**config.mk**
```make
export PLATFORM = sky130hd
export DESIGN_NAME = ble_packet_sync
export DESIGN_NICKNAME = d
export VERILOG_FILES = /design/src/rtl/ble_packet_sync.sv
export SDC_FILE = /design/constraint.sdc
export NUM_CORES = 1
export LEC_CHECK = 0
export BUFFER_PORTS_ARGS = -buffer_cell sky130_fd_sc_hd__buf_2
export CAP_MARGIN = 20
export CORE_MARGIN = 4
export CORE_UTILIZATION = 45
export CTS_CLUSTER_SIZE = 10
export DETAILED_ROUTE_END_ITERATION = 6
export PLACE_DENSITY = 0.64
export SYNTH_ARGS = -nofsm -noshare
export SYNTH_HDL_FRONTEND = slang
export SYNTH_SLANG_ARGS = --single-unit
```
**constraint.sdc**
```tcl
create_clock -name clk -period 7.95 [get_ports clk]
set_input_delay 0 -clock clk [delete_from_list [all_inputs] [get_ports clk]]
set_output_delay 0 -clock clk [all_outputs]
set_load 0.1 [all_outputs]
```
**src/rtl/ble_packet_sync.sv**
```systemverilog
// ble_packet_sync: BLE link-layer access-address correlator and deframer.
//
// Consumes the recovered bit stream (value qualified by update and enable), hunts for
// ACCESS_ADDR with up to MAX_ERR bit errors, then assembles header, payload and CRC
// bytes LSB first and pushes them into an output FIFO.
//
// Optional feature macro: BLE_DEWHITEN_EN (adds the 7-bit de-whitening LFSR seeded
// from chan_idx; when undefined chan_idx is ignored and no LFSR exists).
//
// Ports:
//   clk, rst       clock, synchronous active-high reset
//   enable         gates bit acceptance; low forces HUNT
//   update, value  bit strobe and recovered bit
//   chan_idx       BLE channel index (whitening seed)
//   m_data, m_last, m_valid, m_ready   output byte stream, m_last on final CRC byte
//   sync           pulse on access-address match
//   pkt_done       pulse on the final CRC byte write
//   len_err        sticky: header length above MAX_PDU
//   overflow       sticky: byte dropped on a full FIFO
//   pkt_count      completed packet counter
module ble_packet_sync #(
  parameter int unsigned         AA_WIDTH    = 32,
  parameter logic [AA_WIDTH-1:0] ACCESS_ADDR = 32'h8E89BED6,
  parameter int unsigned         MAX_ERR     = 1,
  parameter int unsigned         MAX_PDU     = 37,
  parameter int unsigned         FIFO_DEPTH  = 16
) (
  input  logic        clk,
  input  logic        rst,
  input  logic        enable,
  input  logic        update,
  input  logic        value,
  input  logic [5:0]  chan_idx,
  output logic [7:0]  m_data,
  output logic        m_last,
  output logic        m_valid,
  input  logic        m_ready,
  output logic        sync,
  output logic        pkt_done,
  output logic        len_err,
  output logic        overflow,
  output logic [15:0] pkt_count
);

  localparam int unsigned PtrW   = $clog2(FIFO_DEPTH);
  localparam int unsigned ErrW   = $clog2(AA_WIDTH + 1);
  localparam logic [7:0]  LenMax = 8'(MAX_PDU);

  typedef enum logic [1:0] {StHunt, StHeader, StPayload, StCrc} state_e;

  state_e              state_q, state_d;
  logic [AA_WIDTH-1:0] sr_q, sr_d, diff;
  logic [ErrW-1:0]     err_cnt;
  logic [7:0]          shift_q, shift_d;
  logic [2:0]          bit_cnt_q, bit_cnt_d;
  logic [7:0]          byte_cnt_q, byte_cnt_d;
  logic [7:0]          len_q, len_d;
  logic                sync_q, sync_d;
  logic                wr_pend_q, wr_pend_d;
  logic [7:0]          wr_data_q, wr_data_d;
  logic                wr_last_q, wr_last_d;
  logic                len_err_q, len_err_set;
  logic                overflow_q;
  logic [15:0]         pkt_count_q;

  logic [8:0]          mem [FIFO_DEPTH];
  logic [PtrW-1:0]     wr_ptr_q, rd_ptr_q;
  logic [PtrW:0]       cnt_q;

  logic bit_acc, match, bit_in, abort, full, wr_ok, fifo_wr, fifo_rd;

  assign bit_acc = enable & update;

  // Correlator: shifts on every accepted bit regardless of state.
  assign sr_d = bit_acc ? {value, sr_q[AA_WIDTH-1:1]} : sr_q;

  always_comb begin
    diff    = sr_d ^ ACCESS_ADDR;
    err_cnt = '0;
    for (int i = 0; i < AA_WIDTH; i++) begin
      err_cnt = err_cnt + {{(ErrW-1){1'b0}}, diff[i]};
    end
    match = (err_cnt <= ErrW'(MAX_ERR));
  end

`ifdef BLE_DEWHITEN_EN
  logic [6:0] lfsr_q, lfsr_d;
  assign bit_in = value ^ lfsr_q[6];
  logic unused_bits;
  assign unused_bits = ^{sr_q[0], shift_q[0]};
`else
  assign bit_in = value;
  logic unused_bits;
  assign unused_bits = ^{sr_q[0], shift_q[0], chan_idx};
`endif

  // FIFO handshake: a full FIFO still takes a write if a read frees a slot this cycle.
  assign full    = (cnt_q == (PtrW+1)'(FIFO_DEPTH));
  assign m_valid = (cnt_q != '0);
  assign fifo_rd = m_valid & m_ready;
  assign wr_ok   = ~full | fifo_rd;
  assign fifo_wr = wr_pend_q & wr_ok;
  assign abort   = wr_pend_q & ~wr_ok;

  always_comb begin
    state_d     = state_q;
    shift_d     = shift_q;
    bit_cnt_d   = bit_cnt_q;
    byte_cnt_d  = byte_cnt_q;
    len_d       = len_q;
    sync_d      = 1'b0;
    wr_pend_d   = 1'b0;
    wr_data_d   = wr_data_q;
    wr_last_d   = 1'b0;
    len_err_set = 1'b0;
`ifdef BLE_DEWHITEN_EN
    lfsr_d      = lfsr_q;
`endif
    if (state_q == StHunt) begin
      if (bit_acc && match) begin
        state_d    = StHeader;
        sync_d     = 1'b1;
        bit_cnt_d  = '0;
        byte_cnt_d = '0;
`ifdef BLE_DEWHITEN_EN
        lfsr_d = {chan_idx[0], chan_idx[1], chan_idx[2], chan_idx[3], chan_idx[4],
                  chan_idx[5], 1'b1};
`endif
      end
    end else if (bit_acc) begin
      shift_d   = {bit_in, shift_q[7:1]};
      bit_cnt_d = bit_cnt_q + 3'd1;
`ifdef BLE_DEWHITEN_EN
      lfsr_d = {lfsr_q[5:4], lfsr_q[3] ^ lfsr_q[6], lfsr_q[2:0], lfsr_q[6]};
`endif
      if (bit_cnt_q == 3'd7) begin
        wr_pend_d  = 1'b1;
        wr_data_d  = shift_d;
        byte_cnt_d = byte_cnt_q + 8'd1;
        case (state_q)
          StHeader: begin
            if (byte_cnt_q == 8'd1) begin
              len_d      = shift_d;
              byte_cnt_d = '0;
              if (shift_d > LenMax) begin
                len_err_set = 1'b1;
                state_d     = StHunt;
              end else if (shift_d == 8'd0) begin
                state_d = StCrc;
              end else begin
                state_d = StPayload;
              end
            end
          end
          StPayload: begin
            if (byte_cnt_q == len_q - 8'd1) begin
              state_d    = StCrc;
              byte_cnt_d = '0;
            end
          end
          default: begin
            if (byte_cnt_q == 8'd2) begin
              wr_last_d = 1'b1;
              state_d   = StHunt;
            end
          end
        endcase
      end
    end
    // Disable or a refused FIFO write abandons the current packet.
    if (!enable || abort) state_d = StHunt;
  end

  always_ff @(posedge clk) begin
    if (rst) begin
      state_q     <= StHunt;
      sr_q        <= '0;
      shift_q     <= '0;
      bit_cnt_q   <= '0;
      byte_cnt_q  <= '0;
      len_q       <= '0;
      sync_q      <= 1'b0;
      wr_pend_q   <= 1'b0;
      wr_data_q   <= '0;
      wr_last_q   <= 1'b0;
      len_err_q   <= 1'b0;
      overflow_q  <= 1'b0;
      pkt_count_q <= '0;
      wr_ptr_q    <= '0;
      rd_ptr_q    <= '0;
      cnt_q       <= '0;
`ifdef BLE_DEWHITEN_EN
      lfsr_q      <= '0;
`endif
    end else begin
      state_q    <= state_d;
      sr_q       <= sr_d;
      shift_q    <= shift_d;
      bit_cnt_q  <= bit_cnt_d;
      byte_cnt_q <= byte_cnt_d;
      len_q      <= len_d;
      sync_q     <= sync_d;
      wr_pend_q  <= wr_pend_d;
      wr_data_q  <= wr_data_d;
      wr_last_q  <= wr_last_d;
`ifdef BLE_DEWHITEN_EN
      lfsr_q     <= lfsr_d;
`endif
      if (len_err_set) len_err_q <= 1'b1;
      if (abort) overflow_q <= 1'b1;
      if (pkt_done) pkt_count_q <= pkt_count_q + 16'd1;
      if (fifo_wr) wr_ptr_q <= wr_ptr_q + PtrW'(1);
      if (fifo_rd) rd_ptr_q <= rd_ptr_q + PtrW'(1);
      case ({fifo_wr, fifo_rd})
        2'b10:   cnt_q <= cnt_q + (PtrW+1)'(1);
        2'b01:   cnt_q <= cnt_q - (PtrW+1)'(1);
        default: cnt_q <= cnt_q;
      endcase
    end
  end

  // Storage needs no reset; outputs are masked while the FIFO is empty.
  always_ff @(posedge clk) begin
    if (fifo_wr) mem[wr_ptr_q] <= {wr_last_q, wr_data_q};
  end

  assign m_data    = m_valid ? mem[rd_ptr_q][7:0] : 8'h00;
  assign m_last    = m_valid ? mem[rd_ptr_q][8] : 1'b0;
  assign sync      = sync_q;
  assign pkt_done  = fifo_wr & wr_last_q;
  assign len_err   = len_err_q;
  assign overflow  = overflow_q;
  assign pkt_count = pkt_count_q;

endmodule

```
==> flow_summary.json <==
{
  "status": "complete, no violations",
  "wl_um": 20100,
  "clock_skew_ns": 0.0201,
  "setup_viol": 0,
  "synth-adder-area-share_pct": 7.36,
  "tightest_slew_ns": 0.962,
  "die_y_um": 165,
  "reg2reg_slack_ns": 2.12,
  "cts_max_level": 1,
  "min_period_ns": 6.22,
  "cp_slowest_cell": "fa_1",
  "grt_overflow": 0,
  "vias": 6365,
  "async_reset_ff_share_pct": 0,
  "clockPowerShare_pct": 42.0,
  "irDropWorstVdd_mv": 0.187,
  "synth_edf_count": 144,
  "min_path_cells": 5,
  "use_met2_pct": 25.0,
  "hold_viol": 0,
  "core_sq_mm": 0.0242,
  "end_kind": "register",
  "die_area_sq_mm": 0.0271,
  "crit_arrival_ns": 6.63,
  "viasPerCell": 5.24,
  "synthMuxAreaShare_pct": 12.6,
  "tns_ns": 0,
  "power.internal_uw": 2140,
  "slew_headroom_pct": 35.5,
  "path_delay_family": "adder cells",
  "slew_violations": 0,
  "synthesis.nets": 890,
  "cts.reportedPaths.clkPinSlew_ns": 0.05,
  "cts.path.max_buffers": 3,
  "criticalPathCategory": "in2reg",
  "use_met3_pct": 2.52,
  "seq_area_frac_synth_pct": 58.3,
  "cts_tree": "done",
  "clk-insertion-delay-late_ns": 0.55,
  "syn_area_per_cell_sq_um": 13.4,
  "grt_antenna_before_repair": 0,
  "r2r_end": "byte_cnt_q[5]",
  "regToRegStartpoint": "sr_q[18]",
  "synth-xor-area-share_pct": 2.54,
  "syn_inst": 828,
  "combPwrFrac_pct": 9.0,
  "synth_seq_cells": 250,
  "leakagePower_uw": 0.00479,
  "drt.antenna.violating_nets": 0,
  "nets": 932,
  "drt_first_pass_iters": 4,
  "top_usage_layer": "met2",
  "path_max_fanout": 36,
  "diodes": 0,
  "final_layout_size_suffix_gt1_share_pct": 17.5,
  "rows": 57,
  "max_stage_delay_ns": 0.58,
  "rsz0062_at_grt": "no",
  "wire_per_inst_um": 16.6,
  "yosys_warnings": 0,
  "reg2regPathDepth": 19,
  "synthesis.area_sq_mm": 0.0111,
  "io_buffers": 35,
  "dp.cells": 1159,
  "cp_cell_sequence": "dlygate4sd3_1 > buf_2 > nand2_1 > buf_4 > mux2i_1 > fa_1 > inv_1 > fa_1 > inv_1 > fa_1 > inv_1 > fa_1 > fa_1 > fa_1 > ha_1 > inv_1 > fa_1 > nor4b_1 > o2111ai_1 > nand2_1 > nor2_1 > a31oi_1 > a21oi_1",
  "gr-usage-met1_pct": 21.9,
  "gp_congestion": 0.791,
  "fmax_mhz": 161,
  "first_iter_violations": 418,
  "numCtsBuffers": 29,
  "fin_crit_sh_pct": 78.2,
  "io_pins": 42,
  "hp-start": "update",
  "area_growth_syn_to_layout_pct": 12.2,
  "cp_num_buf_inv": 7,
  "switchingPower_uw": 666,
  "cts-root-buf": "clkbuf_16",
  "seq_power_share_pct": 49.1,
  "ys.flop_type": "edfxtp_1",
  "grt_max_degree": 94,
  "cpMostUsedCell": "fa_1",
  "cts_sinks": 250,
  "cp-start-kind": "input pin",
  "drv_cap": 0,
  "grt_pass1_vias": 6250,
  "hold_class": "in2reg",
  "drcViolationCount": 0,
  "grt_pass1_wl_um": 33400,
  "initial_core_util_pct": 45.6,
  "hpwl_um": 13500,
  "hold_end": "wr_data_q[1]",
  "synth_compound_area_share_pct": 4.66,
  "fp.dieW_um": 165,
  "stdcell_count": 1215,
  "p_sw_share_pct": 23.7,
  "track_usage_pct": 15.3,
  "yosys.area_share.simple_pct": 11.3,
  "worstPathRequired_ns": 8.36,
  "pwr_density_cell_mw_per_mm2": 227,
  "synth_top_family_by_area": "multiplexers",
  "yosysUniqueCellTypes": 61
}
stage by stage:
step | hold slack, ns | total power, uW | setup slack [ns] | cell area, sq um | util, %
2_1_floorplan | 0.136 | 1620 | 2.17 | 11100 | -
3_3_place_gp | 0.229 | 1660 | 1.79 | 11500 | 47.5
3_5_place_dp | 0.231 | 1660 | 1.72 | 11500 | 47.5
4_1_cts | 0.0692 | 2840 | 1.70 | 12400 | 51.2
5_1_grt | 0.129 | 2930 | 1.33 | 12400 | 51.2
6_report | 0.0842 | 2810 | 1.73 | 12400 | 51.2
worst register-to-register path: stages, from the launching register on:
cell and delay [ns]:
dfxtp_1 0.34, mux2i_1 0.13, fa_1 0.58, inv_1 0.07, fa_1 0.49, inv_1 0.05, fa_1 0.50, inv_1 0.05
fa_1 0.56, fa_1 0.46, fa_1 0.50, ha_1 0.16, inv_1 0.06, fa_1 0.47, nor4b_1 0.25, o2111ai_1 0.37
nand2_1 0.28, nor2_1 0.15, a31oi_1 0.18, a21oi_1 0.08
state kept, by name (all words and copies together) (netlist names), named ones only:
signal	flops
wr_last_q	1
len_err	1
bit_cnt_q	3
byte_cnt_q	8
wr_data_q	8
wr_pend_q	1
cnt_q	5
sync	1
shift_q	7
pkt_count	16
mem	144
state_q	2
len_q	8
sr_q	32
overflow	1
rd_ptr_q	4
wr_ptr_q	4
cell usage after synthesis (6+ instances only):
library cell / count / area [sq um]
inv_1: 47 / 176
clkbuf_1: 20 / 75.1
and3_1: 6 / 37.5
nand2b_1: 7 / 43.8
dfxtp_1: 106 / 2120
nor2_1: 72 / 270
xnor2_1: 18 / 158
o22ai_1: 7 / 43.8
buf_1: 6 / 22.5
nor2b_1: 21 / 131
ha_1: 25 / 313
edfxtp_1: 144 / 4320
fa_1: 25 / 500
o21ai_0: 6 / 30.0
nand3_1: 13 / 65.1
mux2_2: 19 / 214
a31oi_1: 7 / 43.8
a21oi_1: 36 / 180
nand4_1: 14 / 87.6
nor3_1: 8 / 40.0
nand2_1: 75 / 282
and2_1: 11 / 68.8
mux4_2: 45 / 1010
mux2i_1: 17 / 170
xor2_1: 14 / 123
how the worst max path moves through the flow:
stage	to	from	depth (start not counted)
2_1_floorplan	byte_cnt_q[6]	enable	22
3_3_place_gp	byte_cnt_q[3]	enable	22
3_5_place_dp	byte_cnt_q[5]	enable	22
4_1_cts	byte_cnt_q[4]	enable	22
5_1_grt	byte_cnt_q[5]	enable	23
6_report	byte_cnt_q[5]	enable	23
cell type report:
cell class                 count  area [sq um]
clock buffer                  49           811
clock inverter                 3          30.0
fill                        2109         11800
inverter                      47           176
multi-input combinational    495          4260
sequential                   250          6450
tap                          324           405
timing repair buffer          47           278
logic make-up (layout without fill, tap and decap cells):
kind of cell             count (synthesis)  count (layout)
AO/OA/AOI/OAI                           80              80
XOR/XNOR                                32              32
adder cells (fa/ha/maj)                 50              50
buffers and inverters                   83             146
flip-flops                             250             250
multiplexers                            81              81
AND/OR/NAND/NOR                        252             252
power by group through the flow:
stage / Combinational (uW) / Sequential [uW] / Clock, uW
after floorplan: 213 / 1400 / 0
after detailed placement: 256 / 1410 / 0
after CTS: 258 / 1380 / 1210
after global routing: 278 / 1380 / 1270
final: 252 / 1380 / 1180
after global placement: 250 / 1410 / 0
what timing repair did:
item / in CTS / in global routing
endpoints found under the setup margin: 0 / 0
gates resized for setup: 0 / 0
hold endpoints to repair: 17 / 0
setup buffers: 0 / 0
hold buffers: 4 / 0
per-layer routing:
metal  vias to the layer above  share of wire [%]
met5                         -                  0
met4                         0                1.9
met3                        33                3.5
met2                        93                 48
met1                      3161                 47
li1                       3078                  -
layout by cell type (no fill, tap or decap), types with 4 or more instances in the layout:
cell,count
buf_2,34
nand2b_1,7
ha_1,25
nor2_1,72
xnor2_1,18
edfxtp_1,144
mux4_2,45
nand4_1,14
a31oi_1,7
o22ai_1,7
nor2b_1,21
buf_4,9
fa_1,25
mux2_2,19
clkbuf_16,29
mux2i_1,17
nand2_1,75
and2_1,11
inv_1,47
a21oi_1,36
clkbuf_1,19
dlygate4sd3_1,4
xor2_1,14
and3_1,6
nand3_1,13
o21ai_0,6
or3_1,4
dfxtp_1,105
nor3_1,8
(Power assumes the default switching activity.)
